--- src/rtl/reg_ctx_pkg.sv ---
// -----------------------------------------------------------------------------
// reg_ctx_pkg
// Shared definitions for the register-context save/restore engine:
//   - ctx_state_e : engine FSM states
//   - WORD_BYTES  : bytes per saved register slot in memory
//   - DEF_*       : default register-file geometry
//   - word_align  : force a byte address onto a word boundary
//   - slot_addr   : byte address of a save-area slot (modulo 2^32)
// -----------------------------------------------------------------------------
package reg_ctx_pkg;

  typedef enum logic [2:0] {
    IDLE    = 3'd0,
    SAVE_RD = 3'd1,
    SAVE_WR = 3'd2,
    REST_RD = 3'd3,
    REST_WR = 3'd4,
    FINISH  = 3'd5
  } ctx_state_e;

  localparam int WORD_BYTES    = 4;
  localparam int DEF_NUM_REGS  = 32;
  localparam int DEF_FIRST_REG = 1;

  // Clear the byte-offset bits so every slot is word aligned.
  function automatic logic [31:0] word_align(input logic [31:0] addr);
    return addr & 32'hFFFF_FFFC;
  endfunction

  // Slot k lives at base + k*WORD_BYTES; the add wraps silently at 2^32.
  function automatic logic [31:0] slot_addr(input logic [31:0] base,
                                            input logic [31:0] slot);
    return base + (slot * 32'(WORD_BYTES));
  endfunction

endpackage

--- src/rtl/reg_context_ctrl.sv ---
// -----------------------------------------------------------------------------
// reg_context_ctrl
// Context save/restore engine for the CPU register file. A save copies
// registers FIRST_REG..NUM_REGS-1 into consecutive words of a memory save
// area; a restore copies them back into the register file.
//
// Ports:
//   CLK, RESET_N               clock, asynchronous active-low reset
//   SAVE_REQ, RESTORE_REQ      start requests, sampled only when idle
//   BASE_ADDR                  save-area byte address, captured at start
//   BUSY, DONE                 activity flag, one-cycle completion pulse
//   RF_OWN                     datapath routes RF ports from this block
//   RF_RADDR / RF_RDATA        register-file read port (read on falling edge)
//   RF_WADDR / RF_WDATA /
//   RF_WRITE_EN                register-file write port
//   MEM_ADDR / MEM_WDATA /
//   MEM_READ / MEM_WRITE /
//   MEM_RDATA / MEM_BUSYWAIT   data-memory port with stall
// All outputs are registered.
// -----------------------------------------------------------------------------
module reg_context_ctrl
  import reg_ctx_pkg::*;
#(
  parameter int NUM_REGS  = DEF_NUM_REGS,
  parameter int FIRST_REG = DEF_FIRST_REG,
  parameter int ADDR_W    = 5,
  parameter int DATA_W    = 32
) (
  input  logic              CLK,
  input  logic              RESET_N,
  input  logic              SAVE_REQ,
  input  logic              RESTORE_REQ,
  input  logic [31:0]       BASE_ADDR,
  output logic              BUSY,
  output logic              DONE,
  output logic              RF_OWN,
  output logic [ADDR_W-1:0] RF_RADDR,
  input  logic [DATA_W-1:0] RF_RDATA,
  output logic [ADDR_W-1:0] RF_WADDR,
  output logic [DATA_W-1:0] RF_WDATA,
  output logic              RF_WRITE_EN,
  output logic [31:0]       MEM_ADDR,
  output logic [DATA_W-1:0] MEM_WDATA,
  output logic              MEM_READ,
  output logic              MEM_WRITE,
  input  logic [DATA_W-1:0] MEM_RDATA,
  input  logic              MEM_BUSYWAIT
);

  localparam logic [ADDR_W-1:0] FIRST_IDX = ADDR_W'(FIRST_REG);
  localparam logic [ADDR_W-1:0] LAST_IDX  = ADDR_W'(NUM_REGS - 1);
  localparam logic [ADDR_W-1:0] IDX_ONE   = ADDR_W'(1);

  ctx_state_e        state_r;
  logic [ADDR_W-1:0] idx_r;
  logic [31:0]       base_r;

  logic              last_s;
  logic [ADDR_W-1:0] next_idx_s;
  logic [31:0]       cur_slot_s;
  logic [31:0]       cur_addr_s;
  logic [31:0]       next_addr_s;

  // Slot address of the current register and of the one after it.
  always_comb begin
    last_s      = (idx_r == LAST_IDX);
    next_idx_s  = idx_r + IDX_ONE;
    cur_slot_s  = 32'(idx_r - FIRST_IDX);
    cur_addr_s  = slot_addr(base_r, cur_slot_s);
    next_addr_s = slot_addr(base_r, cur_slot_s + 32'd1);
  end

  // Engine FSM with all outputs registered.
  always_ff @(posedge CLK or negedge RESET_N) begin
    if (!RESET_N) begin
      state_r     <= IDLE;
      idx_r       <= FIRST_IDX;
      base_r      <= 32'd0;
      BUSY        <= 1'b0;
      DONE        <= 1'b0;
      RF_OWN      <= 1'b0;
      RF_RADDR    <= '0;
      RF_WADDR    <= '0;
      RF_WDATA    <= '0;
      RF_WRITE_EN <= 1'b0;
      MEM_ADDR    <= 32'd0;
      MEM_WDATA   <= '0;
      MEM_READ    <= 1'b0;
      MEM_WRITE   <= 1'b0;
    end else begin
      case (state_r)
        IDLE: begin
          DONE <= 1'b0;
          // Save has priority when both requests arrive together.
          if (SAVE_REQ) begin
            state_r  <= SAVE_RD;
            idx_r    <= FIRST_IDX;
            base_r   <= word_align(BASE_ADDR);
            BUSY     <= 1'b1;
            RF_OWN   <= 1'b1;
            RF_RADDR <= FIRST_IDX;
          end else if (RESTORE_REQ) begin
            // First memory read is issued straight from the start edge.
            state_r  <= REST_RD;
            idx_r    <= FIRST_IDX;
            base_r   <= word_align(BASE_ADDR);
            BUSY     <= 1'b1;
            RF_OWN   <= 1'b1;
            MEM_READ <= 1'b1;
            MEM_ADDR <= word_align(BASE_ADDR);
          end
        end

        SAVE_RD: begin
          // The register file answered on the falling edge; capture it now.
          state_r   <= SAVE_WR;
          MEM_WDATA <= RF_RDATA;
          MEM_ADDR  <= cur_addr_s;
          MEM_WRITE <= 1'b1;
        end

        SAVE_WR: begin
          if (!MEM_BUSYWAIT) begin
            MEM_WRITE <= 1'b0;
            if (last_s) begin
              state_r <= FINISH;
              DONE    <= 1'b1;
            end else begin
              state_r  <= SAVE_RD;
              idx_r    <= next_idx_s;
              RF_RADDR <= next_idx_s;
            end
          end
        end

        REST_RD: begin
          if (!MEM_BUSYWAIT) begin
            state_r     <= REST_WR;
            MEM_READ    <= 1'b0;
            RF_WDATA    <= MEM_RDATA;
            RF_WADDR    <= idx_r;
            RF_WRITE_EN <= 1'b1;
          end
        end

        REST_WR: begin
          RF_WRITE_EN <= 1'b0;
          if (last_s) begin
            state_r <= FINISH;
            DONE    <= 1'b1;
          end else begin
            state_r  <= REST_RD;
            idx_r    <= next_idx_s;
            MEM_READ <= 1'b1;
            MEM_ADDR <= next_addr_s;
          end
        end

        FINISH: begin
          state_r <= IDLE;
          DONE    <= 1'b0;
          BUSY    <= 1'b0;
          RF_OWN  <= 1'b0;
        end

        default: begin
          // Unreachable encodings fall back to a quiet idle.
          state_r     <= IDLE;
          idx_r       <= FIRST_IDX;
          BUSY        <= 1'b0;
          DONE        <= 1'b0;
          RF_OWN      <= 1'b0;
          RF_WRITE_EN <= 1'b0;
          MEM_READ    <= 1'b0;
          MEM_WRITE   <= 1'b0;
        end
      endcase
    end
  end

endmodule

--- config.mk ---
export PLATFORM = sky130hd
export DESIGN_NAME = reg_context_ctrl
export DESIGN_NICKNAME = d
export VERILOG_FILES = /design/src/rtl/reg_ctx_pkg.sv /design/src/rtl/reg_context_ctrl.sv
export SDC_FILE = /design/constraint.sdc
export NUM_CORES = 1
export LEC_CHECK = 0
export BUFFER_PORTS_ARGS = -buffer_cell sky130_fd_sc_hd__buf_2
export CORE_MARGIN = 1
export CORE_UTILIZATION = 40
export CTS_CLUSTER_DIAMETER = 50
export DETAILED_ROUTE_END_ITERATION = 10
export GPL_ROUTABILITY_DRIVEN = 1
export SYNTH_ARGS = -nofsm -noshare
export SYNTH_HDL_FRONTEND = slang
export SYNTH_SLANG_ARGS = --single-unit
--- constraint.sdc ---
create_clock -name CLK -period 5 [get_ports CLK]
set_input_delay 0.5 -clock CLK [delete_from_list [all_inputs] [get_ports CLK]]
set_output_delay 0.5 -clock CLK [all_outputs]
set_load 0.01 [all_outputs]
==> impl_summary.md, run 1 <==
CTS
TritonCTS built the clock tree. The number of buffers added for setup after CTS is 0. Clock tree synthesis found a total of 147 sinks. The clock latency at the later pin of the worst-skew pair is around 0.43 ns. The clock passes through at most 2 buffers. After clock tree synthesis, the repair step resized 0 gates. In this run, post-CTS hold repair placed 0 buffers. The count of H-tree levels built during CTS is 4. The total clock buffers created by CTS is 17.

In this run the clock root is driven by a sky130_fd_sc_hd__clkbuf_16. Clock-pin slew was measured on the worst setup and hold paths at 0.07 ns.

Pwr
Dividing total power by cell area gives a power density of 739 nW/um^2. The worst IR drop on VDD is 0.353 mV. For this design the static power due to leakage is 4.61 nW.

Finish
The top cell types in the final layout, fill and taps aside, are sky130_fd_sc_hd__buf_2, sky130_fd_sc_hd__dfrtp_1, sky130_fd_sc_hd__mux2_2. The library cell used most frequently in the layout, excluding fill and tap cells, is sky130_fd_sc_hd__buf_2. The post-route netlist has 37.8% of its cells at a drive strength greater than 1. The layout-stage area growth over the synthesis result is 24.0%.

The number of antenna cells inserted is 0. The area of all placed cells without fillers is 9780 sq um. The number of standard cells in the layout, taps in and fillers out is 1214.

At the end of the flow, the number of nets in the layout was ~1100. After filler insertion, the fill cell instance count of the layout stands at 1817.

Global routing
The via count of the first global-routing pass was 6369. For this run, global-route usage on met1 was measured as a little over a quarter. After global routing, the most crowded layer is met2. The number of antenna violations at the first check in global routing is 0. The total overflow reported by the global router is 0. The met2 track utilization from global routing is 33.8%. The fraction of met3 tracks used by global routing is 5.38%. The first global-routing pass estimated roughly 33000 um of wire. The all-layer global routing usage is 20.8%.

Entering global routing, the biggest net connects between 90 and 100 pins.

Place
The final weighted congestion in routability-driven placement is ~0.89. During placement, the flow inserted port buffers numbering 208. The HPWL after detailed placement is roughly 14000 um. The placed instance area is 9170 sq um.

The placed instance count is 1183.

Synthesis
In the post-synthesis netlist, the biggest area contributors are sky130_fd_sc_hd__dfrtp_1, sky130_fd_sc_hd__mux2_2, sky130_fd_sc_hd__ha_1, sky130_fd_sc_hd__a21oi_1, sky130_fd_sc_hd__nand2_1. The post-synthesis sequential area ratio is between 40% and 50%. The register bit count reported by yosys is roughly 150. The xor/xnor cell area share of the yosys netlist is 3.11%. After Yosys synthesis, full adders, half adders and majority gates account for around 5.5% of the synthesized area. The post-synthesis cell type count is 67. Multiplexer cells account for 15.0% of the synthesized area.

Among all flip-flop cells after synthesis, the most frequent one is sky130_fd_sc_hd__dfrtp_1. The post-synthesis simple-gate area fraction is 11.1%. After synthesis, the share of flip-flops with an asynchronous set or reset is 100%.

The largest total area in the synthesized netlist belongs to sky130_fd_sc_hd__dfrtp_1. The mean instance size in the synthesized netlist is 10.6 sq um. Synthesis handed over a netlist of roughly 750 instances. The number of enable flip-flop cells after synthesis is 0. The post-synthesis instance area is between 7000 and 8000 sq um. The main combinational cell family by area after synthesis is compound AO/OA/AOI/OAI gates. The area share of the leading cell type in the synthesized netlist is 46.3%.

The synthesis warning total is 0. The synthesized netlist devotes 15.2% of its cell area to compound gates.

Run status
The flow ran to the end, and the final reports show no timing, DRC or antenna violations.

Drt
The DRC violations left is 0. The number of antenna-violating nets in the routed design is 0. The initial DRC count is ~300. The routed design has 20200 um of wire.

Using the TritonRoute via totals, the vias-per-cell ratio works out to 5.22. The first detailed-routing pass ran for 4 iterations. In the final routed layout, each cell accounts on average for 16.6 um.

The via count of the routed design is roughly 6300.

Setup path
The largest single stage delay on the critical path is 0.63 ns. STA classifies the critical path endpoint as a register. Data on the critical path is required at its endpoint by ~5.3 ns. The most repeated library cell on the critical path is sky130_fd_sc_hd__ha_1.

The instance count on the critical path is 15. The worst setup path is of the register to register kind. On the critical path the largest part of the delay comes from compound AO/OA/AOI/OAI gates.

The kind of launch point of the worst setup path is a register. The data arrival time of the critical path is 4.55 ns. The slowest stage of the critical path is the sky130_fd_sc_hd__dfstp_2 cell. The maximum fanout along the worst path is 10. Together, buffers and inverters on the worst path number 2. The critical path goes through inv_1 -> ha_1 -> nor4_1 -> a211oi_1 -> a31o_2 -> o21a_1 -> ha_1 -> a21oi_1 -> nor2_1 -> o21bai_1 -> a21boi_1 -> o41ai_1 -> buf_4 -> mux2i_1 -> nand2_1. The cell count of the worst reg-to-reg path is 15.

STA
Summed over all failing endpoints, the final setup total negative slack is 0 ns. The worst-margin pin slew is 1.16 ns. The count of endpoints failing hold in the final timing report was 0. The routed design could run at a clock period as short as 4.24 ns. The portion of the clock cycle consumed by the worst path in the final layout is about 85%.

The max-slew violation count is 0. The count of final setup violators is 0. On the final layout, the worst clock skew is 0.0129 ns. The fmax is 0.236 GHz. Setup repair after global routing left no endpoint under its margin. In this run the tightest slew margin relative to its limit is 22.4%.

Die
between 200 and 250 I/O pins were placed. The number of rows in the core area is 50. The die is 142 um wide. The die span in y is 142 um. The die covers 20300 sq um.

The core region is 19000 sq um. Once the floorplan was initialized, standard cells occupied 41.5% of the core.

Flow run
Across the run, the number of max-cap violations was 0.

Min path
The min-delay analysis places its worst path in the category input pin to asynchronous set/reset pin.
per-stage QoR:
stage | total power [mW] | hold WS [ns] | worst slack [ns] | util [%]
after global routing | 7.79 | 0.236 | 0.477 | 51.4
after global placement | 5.87 | 0.456 | 0.903 | 48.2
after CTS | 7.29 | 0.200 | 0.795 | 51.4
after detailed placement | 5.92 | 0.464 | 0.846 | 48.2
after floorplan | 4.76 | 0.204 | 0.835 | -
final | 7.22 | 0.124 | 0.755 | 51.4
registers in the layout (all words and copies together) (netlist names):
| name | cells |
|---|---|
| MEM_WDATA | 32 |
| state_r | 3 |
| RF_OWN | 1 |
| RF_WADDR | 5 |
| RF_WRITE_EN | 1 |
| DONE | 1 |
| MEM_ADDR | 30 |
| base_r | 30 |
| RF_WDATA | 32 |
| MEM_READ | 1 |
| RF_RADDR | 5 |
| MEM_WRITE | 1 |
| idx_r | 5 |
layout make-up:
cell class	count	area [sq um]	share of cell area (%)
Multi-Input combinational cell	537	3950	40.4
Timing Repair Buffer	221	1140	11.7
Sequential cell	147	3680	37.6
Tap cell	260	325	3.33
Inverter	18	67.6	0.691
Clock inverter	14	180	1.84
Clock buffer	17	425	4.35
cell usage after synthesis, types with 7 or more instances:
master / number
sky130_fd_sc_hd__nand2_1: 53
sky130_fd_sc_hd__o21ai_1: 13
sky130_fd_sc_hd__ha_1: 33
sky130_fd_sc_hd__and3_1: 14
sky130_fd_sc_hd__o31ai_1: 7
sky130_fd_sc_hd__o21a_1: 12
sky130_fd_sc_hd__inv_1: 18
sky130_fd_sc_hd__a21oi_1: 52
sky130_fd_sc_hd__dfrtp_1: 146
sky130_fd_sc_hd__nor3_1: 14
sky130_fd_sc_hd__o21ai_0: 34
sky130_fd_sc_hd__nand3_1: 22
sky130_fd_sc_hd__nand4_1: 7
sky130_fd_sc_hd__mux2_2: 93
sky130_fd_sc_hd__xor2_1: 12
sky130_fd_sc_hd__clkbuf_1: 34
sky130_fd_sc_hd__nor2_1: 44
sky130_fd_sc_hd__a211oi_1: 7
sky130_fd_sc_hd__xnor2_1: 16
sky130_fd_sc_hd__a31oi_1: 10
sky130_fd_sc_hd__a21o_1: 10
power breakdown:
| part | total (mW) | internal, mW | switching, mW | leakage [nW] |
|---|---|---|---|---|
| Clock | 1.34 | 0.762 | 0.574 | 0.301 |
| Sequential | 2.13 | 1.79 | 0.338 | 1.75 |
| Combinational | 3.76 | 1.67 | 2.09 | 2.56 |
| Total | 7.22 | 4.22 | 3.01 | 4.61 |
per-layer routing:
metal  vias up  share of wire [%]
met5         -                  0
met3        14                5.8
li1       3093                  -
met4         0                1.1
met1      3050                 46
met2       186                 47
final timing paths:
kind / slack [ns] / to / start
setup reg to reg: 0.76 / MEM_ADDR[31] / idx_r[0]
max in group asynchronous: 3.57 / MEM_WDATA[11] / RESET_N
min in group CLK: 0.29 / MEM_WDATA[3] / RF_RDATA[3]
hold / removal: 0.12 / base_r[27] / RESET_N
setup / recovery: 0.76 / MEM_ADDR[31] / idx_r[0]
hold reg to reg: 0.47 / RF_RADDR[0] / RF_RADDR[0]
cell families (layout without fill, tap and decap cells):
logic type / count (synthesis) / in the layout
and+or+nand+nor: 183 / 183
xor gates and xnor gates: 28 / 28
buffers and inverters: 64 / 270
DFF: 147 / 147
adders and majority gates: 34 / 34
muxes: 105 / 105
AOI/OAI and AO/OA: 185 / 185
other: 1 / 2
Note: power is estimated with default switching activity, not from simulation.
==> inputs of run 2 (changes only) <==
==> constraint.sdc (replaced) <==
create_clock -name CLK -period 4.3 [get_ports CLK]
set_input_delay 0.43 -clock CLK [delete_from_list [all_inputs] [get_ports CLK]]
set_output_delay 0.43 -clock CLK [all_outputs]
set_load 0.01 [all_outputs]
==> run 2 against run 1 <==
  * Final area grew 1.1%
  * Final cell count up 0.74%
  * Largest cell class unchanged
  * Utilization grew 0.58 points
  * Highest routed layer unchanged
  * Combinational power up 18%
  * Sequential share of layout area is 0.42 points lower
==> impl_summary.md, run 2 (synthesized netlist as in run 1, its figures left out) <==
CTS
The number of buffers added for setup after CTS is 0 (unchanged). The clock sink count came to 147 (unchanged). The total of hold buffers inserted after clock tree synthesis is 0 (unchanged). The total clock buffers created by CTS came to 17 (unchanged). The clock-pin slew reported for the worst setup and hold paths after clock tree synthesis is 0.07 ns (about the same).

The clock tree from TritonCTS is built (unchanged). The cell chosen for the clock root is sky130_fd_sc_hd__clkbuf_16 (unchanged). The count of H-tree levels built during CTS was 4 (unchanged).

The post-cts gate resize count is 0 (unchanged). The clock latency at the later pin of the worst-skew pair is 0.44 ns (was 0.43 ns). The number of buffers between clock root and the deepest sink came to 2 (unchanged).

Setup path
The worst path required time was 4.62 ns (was 5.30 ns). The kind of launch point of the worst setup path is a register (unchanged). The worst flop-to-flop path startpoint is idx_r[0] (unchanged).

The terminus of the critical flop-to-flop path is MEM_ADDR[31] (unchanged). The register-to-register setup slack is 0.42 ns (was 0.76 ns). The critical setup path kind is register to register (unchanged). The data arrival time of the critical path is 4.20 ns (was 4.55 ns). The maximum fanout along the worst path was 25 (was 10). The category of the worst setup path capture point is a register (unchanged).

The cell count of the worst reg-to-reg path is 14 (was 15).

STA
The max-slew violation count is 0 (unchanged). The worst clock skew was 0.0148 ns (was 0.0129 ns). The count of final setup violators was 0 (unchanged). The headroom to the max-slew limit is 27.0% (was 22.4%).

The portion of the clock cycle consumed by the worst path in the final layout is 90.3% (was 84.9%). Setup repair after global routing missed its margin: false (unchanged). The setup TNS is 0 ns (unchanged). The count of endpoints failing hold in the final timing report is 0 (unchanged). The worst-margin pin slew is 1.09 ns (was 1.16 ns).

The fmax is 0.257 GHz (was 0.236 GHz). The post-layout minimum cycle time is 3.88 ns (was 4.24 ns).

Place
The HPWL after detailed placement is 14400 um (was 14300 um). The count of port buffers added during placement is 208 (unchanged). The final weighted congestion in routability-driven placement is 0.900 (was 0.894).

Global routing
The total overflow reported by the global router is 0 (unchanged). The number of antenna violations at the first check in global routing is 0 (unchanged). The fraction of met3 tracks used by global routing is 6.59% (was 5.38%). The busiest metal layer after global routing is met2 (unchanged). The first-pass GRT wire length is 33100 um (was 32700 um). The all-layer global routing usage is 21.1% (was 20.8%). The pin count of the biggest net entering global routing came to 92 (was 98). The met1 track demand over resource in global routing came to 27.3% (was 27.0%). The met2 track utilization from global routing came to 34.2% (was 33.8%).

The via count of the first global-routing pass is 6480 (was 6369).

Drt
The first-pass detailed-route iteration total is 4 (unchanged). The average wire length per cell after detail routing is 16.7 um (was 16.6 um). The total routed wirelength is 20400 um (was 20200 um).

The DRC violations left is 0 (unchanged). The average vias per placed instance is 5.24 (was 5.22). The number of antenna-violating nets in the routed design is 0 (unchanged). The via count of the routed design came to 6407 (was 6343). The initial DRC count is 302 (was 298).

Die
The die boundary width is 142 um (unchanged). The I/O pin count is 213 (unchanged). The initial core utilization is 41.5% (unchanged).

The floorplan core area was 19000 sq um (unchanged). The number of rows in the core area is 50 (unchanged). The overall die area is 20300 sq um (unchanged). The die span in y is 142 um (unchanged).

Pwr
The sequential group share of total power is 29.2% (was 29.4%). The leakage component of the power is 4.66 nW (was 4.61 nW). The portion of total power attributed to combinational logic was 52.3% (was 52.1%). The switching power came to 3.58 mW (was 3.01 mW). The clock power share is 18.6% (was 18.5%).

The cell area power density came to 857 nW/um^2 (was 739 nW/um^2). The internal cell power is 4.90 mW (was 4.22 mW). The net switching fraction of the power is 42.2% (was 41.6%). The worst IR drop on VDD is 0.380 mV (was 0.353 mV).

Finish
The number of nets in the layout is 1085 (was 1077). The end-of-flow core utilization is 52.0% (was 51.4%). Largest registers in the final layout: MEM_WDATA x32, RF_WDATA x32 (unchanged). The share of final-layout standard cells stronger than drive strength 1 is 38.4% (was 37.8%).

The area taken by flip-flops and latches was 3680 sq um (unchanged). The total of fill cells in the finished design is 1779 (was 1817). The commonest non-fill, non-tap cell in the layout is sky130_fd_sc_hd__buf_2 (unchanged).

The number of antenna cells inserted is 0 (unchanged). The layout-stage area growth over the synthesis result is 25.4% (was 24.0%). Top library cells by usage in the layout, fill and taps aside: sky130_fd_sc_hd__buf_2, sky130_fd_sc_hd__dfrtp_1, sky130_fd_sc_hd__mux2_2 (unchanged). The multi-input gate area in the final layout is 3950 sq um (unchanged).

Flow run
The max-cap violation count is 0 (unchanged).

Run status
Result of the run: completed (unchanged).

Min path
The type of the worst min-delay path is input pin to asynchronous set/reset pin (unchanged).
==> run 2: cell types whose count changed in the layout (fill, tap and decap cells not counted), sizes merged <==
cell and change:
clkinv +5, bufinv -1, buf +8, inv -3
==> run 2: routing by layer <==
layer / wire length [um] / vias up
li1: - / 3118
met1: 9300 / 3079
met2: 9580 / 189
met3: 1290 / 21
met4: 225 / 0
met5: 0 / -
==> run 2: worst max-delay path: stages, from the launching register on <==
cell and delay (ns):
sky130_fd_sc_hd__dfstp_2 0.63, sky130_fd_sc_hd__inv_1 0.09, sky130_fd_sc_hd__ha_1 0.24, sky130_fd_sc_hd__and2b_4 0.19, sky130_fd_sc_hd__a2111oi_4 0.39, sky130_fd_sc_hd__buf_12 0.24
sky130_fd_sc_hd__ha_1 0.34, sky130_fd_sc_hd__a21oi_1 0.30, sky130_fd_sc_hd__o211ai_1 0.14, sky130_fd_sc_hd__a21boi_1 0.18, sky130_fd_sc_hd__o21ai_0 0.20, sky130_fd_sc_hd__o41ai_1 0.38
sky130_fd_sc_hd__buf_4 0.18, sky130_fd_sc_hd__mux2i_1 0.19, sky130_fd_sc_hd__nand2_1 0.07
==> run 2: worst max path at each step <==
stage                         from            to  slack, ns  cells past startpoint
after floorplan           idx_r[0]  MEM_ADDR[31]       0.13                     14
after global placement    idx_r[0]  MEM_ADDR[28]       0.49                     15
final                     idx_r[0]  MEM_ADDR[31]       0.42                     14
after global routing      idx_r[0]  MEM_ADDR[31]       0.15                     14
after CTS                 idx_r[0]  MEM_ADDR[31]       0.43                     14
after detailed placement  idx_r[0]  MEM_ADDR[31]       0.47                     14
==> run 2: final cells by class <==
class / count / area share, %
timing repair buffer: 229 / 12.4
inverter: 18 / 0.683
tap: 260 / 3.29
clock inverter: 15 / 2.08
clock buffer: 17 / 4.30
sequential: 147 / 37.2
multi-input combinational: 537 / 40.0
==> run 2: through the flow <==
| step | worst slack (ns) | instances | power, mW | hold slack [ns] | area (sq um) |
|---|---|---|---|---|---|
| after floorplan | 0.135 | 748 | 5.53 | 0.134 | 7890 |
| after global placement | 0.485 | 1191 | 6.88 | 0.458 | 9260 |
| after detailed placement | 0.470 | 1191 | 6.92 | 0.464 | 9260 |
| after CTS | 0.426 | 1223 | 8.55 | 0.105 | 9890 |
| after global routing | 0.147 | 1223 | 9.15 | 0.124 | 9890 |
| final | 0.416 | 1223 | 8.48 | 0.0489 | 9890 |
==> run 2: power by group through the flow <==
stage | sequential [mW] | clock (mW) | combinational [mW]
3_3_place_gp | 2.48 | 0 | 4.40
5_1_grt | 2.57 | 1.67 | 4.92
3_5_place_dp | 2.50 | 0 | 4.43
2_1_floorplan | 2.66 | 0 | 2.88
4_1_cts | 2.49 | 1.61 | 4.46
6_report | 2.47 | 1.57 | 4.43
